===== config.mk =====
export PLATFORM = sky130hd
export DESIGN_NAME = mod_err_demod
export DESIGN_NICKNAME = d
export VERILOG_FILES = /design/src/rtl/fog_pkg.sv /design/src/rtl/err_sat_calc.sv /design/src/rtl/mod_err_demod.sv
export SDC_FILE = /design/constraint.sdc
export NUM_CORES = 1
export LEC_CHECK = 0
export CAP_MARGIN = 30
export CORE_ASPECT_RATIO = 0.5
export CORE_MARGIN = 4
export CORE_UTILIZATION = 35
export DETAILED_ROUTE_END_ITERATION = 10
export GPL_ROUTABILITY_DRIVEN = 0
export PLACE_DENSITY = 0.62
export REMOVE_ABC_BUFFERS = 1
export SLEW_MARGIN = 20
export SYNTH_ARGS = -nofsm -noshare
export SYNTH_HDL_FRONTEND = slang
export SYNTH_SLANG_ARGS = --single-unit

===== constraint.sdc =====
create_clock -name i_clk -period 9.6 [get_ports i_clk]
set_input_delay 1.44 -clock i_clk [delete_from_list [all_inputs] [get_ports i_clk]]
set_output_delay 1.44 -clock i_clk [all_outputs]
set_load 0.05 [all_outputs]

===== src/rtl/fog_pkg.sv =====
// Shared definitions for the modulation / error-demodulation block:
// FSM state codes, sample and accumulator widths, and saturation limits.
package fog_pkg;

  localparam int ADC_W = 14;
  localparam int SUM_W = 30;
  localparam int ERR_W = 32;

  // Limits held in the 34-bit pre-saturation domain and in the 32-bit result domain
  localparam logic signed [ERR_W+1:0] SAT_MAX = 34'sh0_7FFF_FFFF;
  localparam logic signed [ERR_W+1:0] SAT_MIN = 34'sh3_8000_0000;
  localparam logic signed [ERR_W-1:0] ERR_MAX = 32'sh7FFF_FFFF;
  localparam logic signed [ERR_W-1:0] ERR_MIN = 32'sh8000_0000;

  typedef enum logic [1:0] {
    ST_IDLE = 2'd0,
    ST_HIGH = 2'd1,
    ST_LOW  = 2'd2
  } state_t;

endpackage


===== src/rtl/err_sat_calc.sv =====
// Period-end error computation: e = sum_h - sum_l, optional negation,
// offset subtraction in 34 bits, saturation to 32 bits, registered output
// together with a one-clock trigger strobe.
module err_sat_calc
  import fog_pkg::*;
(
  input  logic                    clk,
  input  logic                    rst_n,
  input  logic                    load,
  input  logic signed [SUM_W-1:0] sum_h,
  input  logic signed [SUM_W-1:0] sum_l,
  input  logic                    negate,
  input  logic signed [ERR_W-1:0] offset,
  output logic signed [ERR_W-1:0] err,
  output logic                    trig
);

  logic signed [SUM_W:0]   diff;
  logic signed [ERR_W+1:0] ext;
  logic signed [ERR_W+1:0] full;
  logic signed [ERR_W-1:0] sat;

  // Difference, polarity, offset and clamp; widths chosen so no step can wrap
  always_comb begin
    diff = {sum_h[SUM_W-1], sum_h} - {sum_l[SUM_W-1], sum_l};
    ext  = {{(ERR_W+1-SUM_W){diff[SUM_W]}}, diff};
    if (negate) begin
      ext = -ext;
    end
    full = ext - {{2{offset[ERR_W-1]}}, offset};
    if (full > SAT_MAX) begin
      sat = ERR_MAX;
    end else if (full < SAT_MIN) begin
      sat = ERR_MIN;
    end else begin
      sat = full[ERR_W-1:0];
    end
  end

  // Hold the error between period ends; strobe marks each fresh value
  always_ff @(posedge clk or negedge rst_n) begin
    if (!rst_n) begin
      err  <= '0;
      trig <= 1'b0;
    end else begin
      trig <= load;
      if (load) begin
        err <= sat;
      end
    end
  end

endmodule


===== src/rtl/mod_err_demod.sv =====
// Square-wave modulator with synchronous demodulation of the ADC stream.
// Each period is a HIGH half and a LOW half of N clocks; the first W clocks
// of each half are skipped for settling, the rest are accumulated.
//
// state | meaning
// IDLE  | not running, sums and counter cleared, mod output low
// HIGH  | mod output high, accumulating into sum_h
// LOW   | mod output low, accumulating into sum_l; last clock is the period end
module mod_err_demod
  import fog_pkg::*;
(
  input  logic                    i_clk,
  input  logic                    i_rst_n,
  input  logic                    i_en,
  input  logic signed [ADC_W-1:0] i_adc,
  input  logic [15:0]             i_freq_cnt,
  input  logic [15:0]             i_wait_cnt,
  input  logic [31:0]             i_polarity,
  input  logic signed [ERR_W-1:0] i_err_offset,
  output logic                    o_mod_out,
  output logic signed [ERR_W-1:0] o_err,
  output logic                    o_trig,
  output logic [1:0]              o_status
);

  state_t                  state, state_nxt;
  logic [15:0]             c, c_nxt, n_q, w_q;
  logic                    pol_q;
  logic signed [ERR_W-1:0] off_q;
  logic signed [ADC_W-1:0] adc_q;
  logic signed [SUM_W-1:0] sum_h, sum_l, sum_h_nxt, sum_l_nxt, sum_l_acc, adc_ext;
  logic                    valid_in, last, acc, boundary, load_params;
  logic                    unused_pol;

  assign unused_pol = ^i_polarity[31:1];
  assign valid_in   = (i_freq_cnt >= 16'd2) && (i_wait_cnt < i_freq_cnt);
  assign last       = (c == n_q - 16'd1);
  assign acc        = (c >= w_q);
  assign adc_ext    = {{(SUM_W-ADC_W){adc_q[ADC_W-1]}}, adc_q};
  assign sum_l_acc  = acc ? (sum_l + adc_ext) : sum_l;
  assign o_mod_out  = (state == ST_HIGH);
  assign o_status   = state;

  // Next state, half counter and accumulators; the period end wins over an enable drop
  always_comb begin
    state_nxt   = state;
    c_nxt       = c;
    sum_h_nxt   = sum_h;
    sum_l_nxt   = sum_l;
    load_params = 1'b0;
    boundary    = 1'b0;
    case (state)
      ST_IDLE: begin
        c_nxt     = '0;
        sum_h_nxt = '0;
        sum_l_nxt = '0;
        if (i_en && valid_in) begin
          state_nxt   = ST_HIGH;
          load_params = 1'b1;
        end
      end
      ST_HIGH: begin
        if (!i_en) begin
          state_nxt = ST_IDLE;
          c_nxt     = '0;
          sum_h_nxt = '0;
          sum_l_nxt = '0;
        end else begin
          if (acc) begin
            sum_h_nxt = sum_h + adc_ext;
          end
          if (last) begin
            state_nxt = ST_LOW;
            c_nxt     = '0;
          end else begin
            c_nxt = c + 16'd1;
          end
        end
      end
      ST_LOW: begin
        if (last) begin
          boundary  = 1'b1;
          c_nxt     = '0;
          sum_h_nxt = '0;
          sum_l_nxt = '0;
          if (i_en && valid_in) begin
            state_nxt   = ST_HIGH;
            load_params = 1'b1;
          end else begin
            state_nxt = ST_IDLE;
          end
        end else if (!i_en) begin
          state_nxt = ST_IDLE;
          c_nxt     = '0;
          sum_h_nxt = '0;
          sum_l_nxt = '0;
        end else begin
          sum_l_nxt = sum_l_acc;
          c_nxt     = c + 16'd1;
        end
      end
      default: begin
        state_nxt = ST_IDLE;
      end
    endcase
  end

  // State, counter, sums, sample register and per-period parameter latch
  always_ff @(posedge i_clk or negedge i_rst_n) begin
    if (!i_rst_n) begin
      state <= ST_IDLE;
      c     <= '0;
      sum_h <= '0;
      sum_l <= '0;
      adc_q <= '0;
      n_q   <= '0;
      w_q   <= '0;
      pol_q <= 1'b0;
      off_q <= '0;
    end else begin
      state <= state_nxt;
      c     <= c_nxt;
      sum_h <= sum_h_nxt;
      sum_l <= sum_l_nxt;
      adc_q <= i_adc;
      if (load_params) begin
        n_q   <= i_freq_cnt;
        w_q   <= i_wait_cnt;
        pol_q <= i_polarity[0];
        off_q <= i_err_offset;
      end
    end
  end

  // Polarity and offset are those latched for the period that is ending
  err_sat_calc u_calc (
    .clk    (i_clk),
    .rst_n  (i_rst_n),
    .load   (boundary),
    .sum_h  (sum_h),
    .sum_l  (sum_l_acc),
    .negate (pol_q),
    .offset (off_q),
    .err    (o_err),
    .trig   (o_trig)
  );

endmodule


### Word-level counts from Yosys, hierarchy flattened

Cells that the tools add are included.

* logic and storage cells: 67
* flip-flop bits (word level): 190

* add/subtract/negate cells: 7
* mux-type cells: 29
* magnitude comparators: 5
* eq/ne operators: 8
* reduce and logical (&&, ||, !) cells: 7

Operator list (count)
* 30-bit 2-to-1 mux: 7
* 30-bit case mux with 3 select lines: 2
* 16-bit 2-to-1 mux: 4
* 32-bit 2-to-1 mux: 2
* 30-bit by 14-bit adder with 30-bit output: 2
* 16-bit case mux with 3 select lines: 1
* 34-bit by 32-bit > comparator with 1-bit output, second input constant: 1
* 34-bit by 32-bit < comparator with 1-bit output, second input constant: 1
* 34-bit 2-to-1 mux: 1
* 31-bit negation with 34-bit output: 1
* 34-bit subtractor: 1
* 30-bit by 30-bit subtractor with 31-bit output: 1
* 16-bit by 1-bit adder with 16-bit output, second input constant: 1
* 16-bit == test: 1
* 16-bit greater-or-equal comparator: 1
* 16-bit by 2-bit greater-or-equal comparator with 1-bit output, second input constant: 1
* 16-bit < comparator: 1
* 16-bit by 1-bit subtractor with 16-bit output, second input constant: 1
* 2-bit 2-to-1 mux: 5
* 3-bit by 2-bit != test with 1-bit output, second input constant: 2
* 2-bit case mux with 3 select lines: 1
* 3-bit AND reduction: 2
* 1-bit 2-to-1 mux: 5
* 2-bit != test, second input constant: 2
* other kinds (8): 9

### Longest topological paths before layout

* word-level depth: 9
* mapped depth: 44

### Modules after synthesis

A second synthesis with hierarchy kept.

* cells, all modules: 1942
* area, all modules: 16992.5 sq um

By module, submodules not included
* mod_err_demod: cells each 1142, instances 1, seq. area each 3928.8 sq um, area each 10797.9 sq um
* err_sat_calc: cells each 800, instances 1, seq. area each 825.8 sq um, area each 6194.7 sq um

### Worst setup path after synthesis

No wires, ideal clock.

* path type: register -> register
* from: reg c[0]
* to: reg u_calc.err[4]
* arrival time: 8.918 ns
* path slack: 0.559 ns
* cell stages (with the launch flop): 41
* required time: 9.477 ns
* cell sequence: dfrtp_1 -> inv_1 -> ha_1 -> nand2b_1 -> a21oi_1 -> nor2b_1 -> o21ai_0 -> a21oi_1 -> or4_1 -> a31oi_1 -> o31ai_1 -> clkbuf_1 -> clkbuf_1 -> mux2i_1 -> ha_1 -> clkbuf_1 -> and4_1 -> a2111oi_0 -> [5 not listed] -> or3b_4 -> o41ai_2 -> xnor2_1 -> ha_1 -> a21o_1 -> a21o_1 -> a21oi_1 -> o21ai_0 -> a31oi_1 -> o21ai_0 -> a21oi_1 -> xnor2_1 -> o211ai_1 -> mux2i_1 -> nor3_1 -> buf_6 -> buf_6 -> a21oi_2

* cells in the longest elaborated chain, start to end: 9
* elaborated cells between the ends (all ways): 13

RTL lines
* from (decl): line mod_err_demod.sv:27 `logic [15:0] c, c_nxt, n_q, w_q;`
* from (signal assigned): line mod_err_demod.sv:122 `c <= c_nxt;`
* 16-bit greater-or-equal comparator: line mod_err_demod.sv:38 `assign acc = (c >= w_q);`
* 30-bit 2-to-1 mux: line mod_err_demod.sv:40 `assign sum_l_acc = acc ? (sum_l + adc_ext) : sum_l;`
* 30-bit by 30-bit subtractor with 31-bit output: line err_sat_calc.sv:25 `diff = {sum_h[SUM_W-1], sum_h} - {sum_l[SUM_W-1], sum_l};`
* 31-bit negation with 34-bit output: line err_sat_calc.sv:28 `ext = -ext;`
* 34-bit 2-to-1 mux: line err_sat_calc.sv:27 `if (negate) begin`
* 34-bit subtractor: line err_sat_calc.sv:30 `full = ext - {{2{offset[ERR_W-1]}}, offset};`
* 34-bit by 32-bit < comparator with 1-bit output: line err_sat_calc.sv:33 `end else if (full < SAT_MIN) begin`
* 32-bit 2-to-1 mux: line err_sat_calc.sv:33
* 32-bit 2-to-1 mux: line err_sat_calc.sv:31 `if (full > SAT_MAX) begin`
* to (signal assigned): line err_sat_calc.sv:48 `err <= sat;`
* to (decl): line err_sat_calc.sv:14 `output logic signed [ERR_W-1:0] err,`

Parallel ways exist; a longest one is shown, timed or not.
A chain may end at the register's enable or synchronous reset.

### Worst setup path after layout

* from: reg sum_l[0]
* to: reg u_calc.err[4]

* cells in the longest elaborated chain, start to end: 9
* elaborated cells between the ends (all ways): 10

RTL lines
* from (decl): line mod_err_demod.sv:31 `logic signed [SUM_W-1:0] sum_h, sum_l, sum_h_nxt, sum_l_nxt, sum_l_acc, adc_ext;`
* from (signal assigned): line mod_err_demod.sv:124 `sum_l <= sum_l_nxt;`
* 30-bit by 14-bit adder with 30-bit output: line mod_err_demod.sv:40
* 30-bit 2-to-1 mux *: line mod_err_demod.sv:40
* 30-bit by 30-bit subtractor with 31-bit output *: line err_sat_calc.sv:25
* 31-bit negation with 34-bit output: line err_sat_calc.sv:28
* 34-bit 2-to-1 mux *: line err_sat_calc.sv:27
* 34-bit subtractor *: line err_sat_calc.sv:30
* 34-bit by 32-bit < comparator with 1-bit output: line err_sat_calc.sv:33
* 32-bit 2-to-1 mux: line err_sat_calc.sv:33
* 32-bit 2-to-1 mux *: line err_sat_calc.sv:31

Every way passes the cells marked *; elsewhere a longest branch is shown, timed or not.

==> flow_results.xml <==
<?xml version="1.0" encoding="UTF-8"?>
<metrics>
  <group name="place">
    <metric name="numPortBuffers" unit="">117</metric>
    <metric name="place.detailed.hpwl" unit="um">32400</metric>
    <metric name="preCtsSetupSlack" unit="ps">224</metric>
  </group>
  <group name="die">
    <metric name="initial_utilization" unit="">0.358</metric>
    <metric name="die_width" unit="um">308</metric>
    <metric name="floorplan.rows" unit="">54</metric>
    <metric name="fp.dieArea" unit="um^2">48800</metric>
    <metric name="floorplan.core_area" unit="um^2">44100</metric>
    <metric name="fp.dieH" unit="um">158</metric>
    <metric name="design.portCount" unit="">149</metric>
  </group>
  <group name="grt">
    <metric name="grt_pass1_wl" unit="um">67800</metric>
    <metric name="antenna_violations_before_repair" unit="">2</metric>
    <metric name="grt_start_max_net_pins" unit="">82</metric>
    <metric name="grt.total_usage" unit="">0.173</metric>
    <metric name="grt_pass1_vias" unit="">13000</metric>
    <metric name="gr-total-overflow" unit="">0</metric>
  </group>
  <group name="sta">
    <metric name="max_freq" unit="MHz">111</metric>
    <metric name="finalHoldViolCount" unit="">0</metric>
    <metric name="worst_slack" unit="ps">617</metric>
    <metric name="post-route-period-util" unit="">0.936</metric>
    <metric name="drv_slew" unit="">0</metric>
    <metric name="relSlewSlack" unit="">0.390</metric>
    <metric name="period_needed" unit="ps">8980</metric>
    <metric name="tightest_slew" unit="ps">892</metric>
    <metric name="setup-violations-final" unit="">0</metric>
    <metric name="worst_setup_skew_after_layout" unit="ps">17.5</metric>
  </group>
  <group name="worst_setup_path">
    <metric name="delay_of_the_slowest_cell_on_the_worst_path" unit="ps">540</metric>
    <metric name="worst-endpoint-required" unit="ps">9990</metric>
    <metric name="timing.reg2reg.setup_slack" unit="ps">620</metric>
    <metric name="arrival" unit="ps">9370</metric>
    <metric name="criticalPathCategory" unit="">reg -&gt; reg</metric>
    <metric name="crit_path_top_delay_cell" unit="">or4_1</metric>
    <metric name="cp-start-kind" unit="">register</metric>
    <metric name="endpoint_kind" unit="">register</metric>
    <metric name="worst-path-max-fanout" unit="">30</metric>
  </group>
  <group name="cts">
    <metric name="number_of_cts_inserted_buffers" unit="">17</metric>
    <metric name="clock_latency" unit="ps">460</metric>
    <metric name="cts.sink_count" unit="">190</metric>
    <metric name="cts-hold-fix-buffers" unit="">0</metric>
    <metric name="clk_transition_reported_paths" unit="ps">80</metric>
    <metric name="clockBufferDepth" unit="">2</metric>
    <metric name="clk_root_buffer_cell" unit="">clkbuf_16</metric>
    <metric name="cts_tree" unit="">yes</metric>
    <metric name="cts_htree_levels" unit="">4</metric>
  </group>
  <group name="layout">
    <metric name="fin_nets" unit="">2237</metric>
    <metric name="layout.area.seq" unit="um^2">4750</metric>
    <metric name="post_route_cells_drive_above_1_share" unit="">0.0862</metric>
    <metric name="multi_input_comb_area" unit="um^2">10500</metric>
    <metric name="filler_cell_count" unit="">4348</metric>
    <metric name="syn2layout_area_growth" unit="%">16.9</metric>
  </group>
  <group name="routing">
    <metric name="wl_per_cell" unit="um">16.4</metric>
    <metric name="num_vias" unit="">13600</metric>
    <metric name="detail_route.first_pass.iterations" unit="">5</metric>
    <metric name="route.detailed.drc" unit="">0</metric>
    <metric name="detail_route.vias_per_cell" unit="">5.29</metric>
    <metric name="detailedRoute.firstIterationViolations" unit="">919</metric>
    <metric name="postRouteWirelength" unit="um">41900</metric>
    <metric name="route.antenna.remaining_nets" unit="">0</metric>
  </group>
  <group name="yosys">
    <metric name="yosys.area_share.xor_xnor" unit="">0.0838</metric>
    <metric name="synth_top_area_cell" unit="">dfrtp_1</metric>
    <metric name="synth_cell_type_count" unit="">81</metric>
    <metric name="post_synth_mux_area_share" unit="">0.0517</metric>
    <metric name="synth_area_per_cell" unit="um^2">8.56</metric>
    <metric name="ys.warnings.count" unit="">0</metric>
    <metric name="synth_flop_cell" unit="">dfrtp_1</metric>
    <metric name="synthSimpleGateAreaFrac" unit="">0.162</metric>
    <metric name="synth-compound-area-share" unit="">0.230</metric>
    <metric name="synth.area.top_cells" unit="">dfrtp_1, ha_1, xnor2_1, o21ai_0, a21oi_1</metric>
    <metric name="post_synthesis_instance_total" unit="">1845</metric>
    <metric name="proportion_of_synthesized_chip_area_in_sequential_cells" unit="">0.301</metric>
    <metric name="asyncSetResetFlopFracSynth" unit="">1.00</metric>
    <metric name="largest_family_of_logic_cells_by_synthesized_area" unit="">compound AO/OA/AOI/OAI gates</metric>
    <metric name="synth.cell_area" unit="um^2">15800</metric>
    <metric name="synth-edff-count" unit="">0</metric>
    <metric name="synth_seq_cells" unit="">190</metric>
    <metric name="adder_and_majority_gate_portion_of_the_synthesized_area" unit="">0.131</metric>
    <metric name="synthDominantCellAreaShare" unit="">0.301</metric>
  </group>
  <group name="run_status">
    <metric name="run_status" unit="">finished clean</metric>
  </group>
  <group name="job">
    <metric name="drv.max_cap_violation_count" unit="">0</metric>
  </group>
  <group name="hold_path">
    <metric name="min_path_type" unit="">reg -&gt; reg</metric>
  </group>
</metrics>
[final cells by class]
cell class	count	share of cell area
multi-input cells	1489	0.568
flip-flops and latches	190	0.258
repair buffers	153	0.0810
well taps	588	0.0399
clock buffers	18	0.0233
inverters	110	0.0224
clock inverters	13	0.00719
diodes	2	0.000271
[flip-flops by register name, summed over array words and instances (netlist names)]
| name | flops |
|---|---|
| adc_q | 14 |
| c | 16 |
| n_q | 16 |
| o_status | 2 |
| off_q | 32 |
| pol_q | 1 |
| sum_h | 30 |
| sum_l | 30 |
| u_calc.err | 32 |
| u_calc.trig | 1 |
| w_q | 16 |
[placed cells by master (no fill, tap or decap), types with 6 or more instances in the layout]
cell type        instances
a22o_1                  13
o21bai_1                14
nor3_1                  31
clkbuf_16               17
and2_1                  12
o211ai_1                14
clkdlybuf4s50_1        116
a21oi_1                146
mux2_2                  53
o21a_1                  19
or4_1                   10
a21oi_2                 12
nor4_1                   6
nand2_1                196
and3_1                  19
dfrtp_1                190
o21ai_1                  6
nand3_1                 26
a211oi_1                14
a31oi_1                 19
buf_4                   32
nor2b_1                 17
inv_1                  109
o21ai_0                153
nor2_1                 120
xnor2_1                110
o31ai_1                 35
or2_2                    7
nand2b_1                27
a211o_1                  7
or3_1                   11
nand4_1                  9
xor2_1                  40
ha_1                   159
a21o_1                  59
mux2i_1                 20
[repair_timing]
| item | 4_1_cts | 5_1_grt |
|---|---|---|
| hold endpoints to repair | 0 | 0 |
| buffers inserted | 0 | 2 |
| endpoints found under the setup margin | 0 | 31 |
| gates resized for setup | 0 | 16 |
[critical path: cells and delay by family, from the launching register on]
| family | cells | cell delay [ps] |
|---|---|---|
| compound gates | 20 | 3790 |
| simple gates | 9 | 2600 |
| fa+ha+maj | 4 | 980 |
| xor+xnor | 3 | 500 |
| flops | 1 | 420 |
| mux | 2 | 330 |
| buf+inv | 2 | 280 |
[cells in the mapped netlist (all sizes together) (9+ instances only)]
library cell    n
mux2           53
o21ai         159
xor2           40
o21a           19
a22o           13
and3           19
o21bai         15
and2           12
dfrtp         190
nor3           33
nand2b         27
or2             9
nor2b          19
a211oi         17
mux2i          22
a21oi         158
xnor2         111
nand4           9
ha            159
nand3          27
o31ai          37
or3            11
nor2          121
o211ai         14
a31oi          20
clkbuf         44
buf            12
or4            13
inv           109
nand2         196
a21o           59
[per-stage QoR]
stage                     hold WS [ps]  setup TNS [ps]  area [um^2]  instances   util
after detailed placement           493               0        17800       2526  0.403
after floorplan                    466         -120440        15600       1789      -
after CTS                          511               0        18300       2557  0.416
final                              508               0        18500       2563  0.419
after global routing               517            -105        18500       2563  0.419
after global placement             487               0        17800       2526  0.403
[per-layer routing]
layer,track usage,share of wire
met2,0.290,0.47
met3,0.0265,0.030
met1,0.234,0.48
met4,0.0510,0.022
met5,0,0
[cells by family (layout without fill, tap and decap cells)]
logic type                 after synthesis  in the layout
DFF                                    190            190
muxes                                   75             75
xor gates and xnor gates               151            151
AOI/OAI and AO/OA                      571            571
buffers and inverters                  166            294
and+or+nand+nor                        529            529
other                                    0              2
adders and majority gates              163            163
[final timing paths]
| check | from | end | depth (start not counted) |
|---|---|---|---|
| worst max-delay path | sum_l[0] | u_calc.err[4] | 40 |
| worst min-delay path | off_q[30] | off_q[30] | 1 |
| worst max register to register | sum_l[0] | u_calc.err[4] | 40 |
| worst min register to register | off_q[30] | off_q[30] | 1 |
| max in group asynchronous | i_rst_n | u_calc.err[23] | 4 |
| min in group asynchronous | i_rst_n | adc_q[5] | 1 |
Power is left out: the tool's default activity adds up to more than one toggle a clock period on the data nets, which glitch-free logic cannot reach.
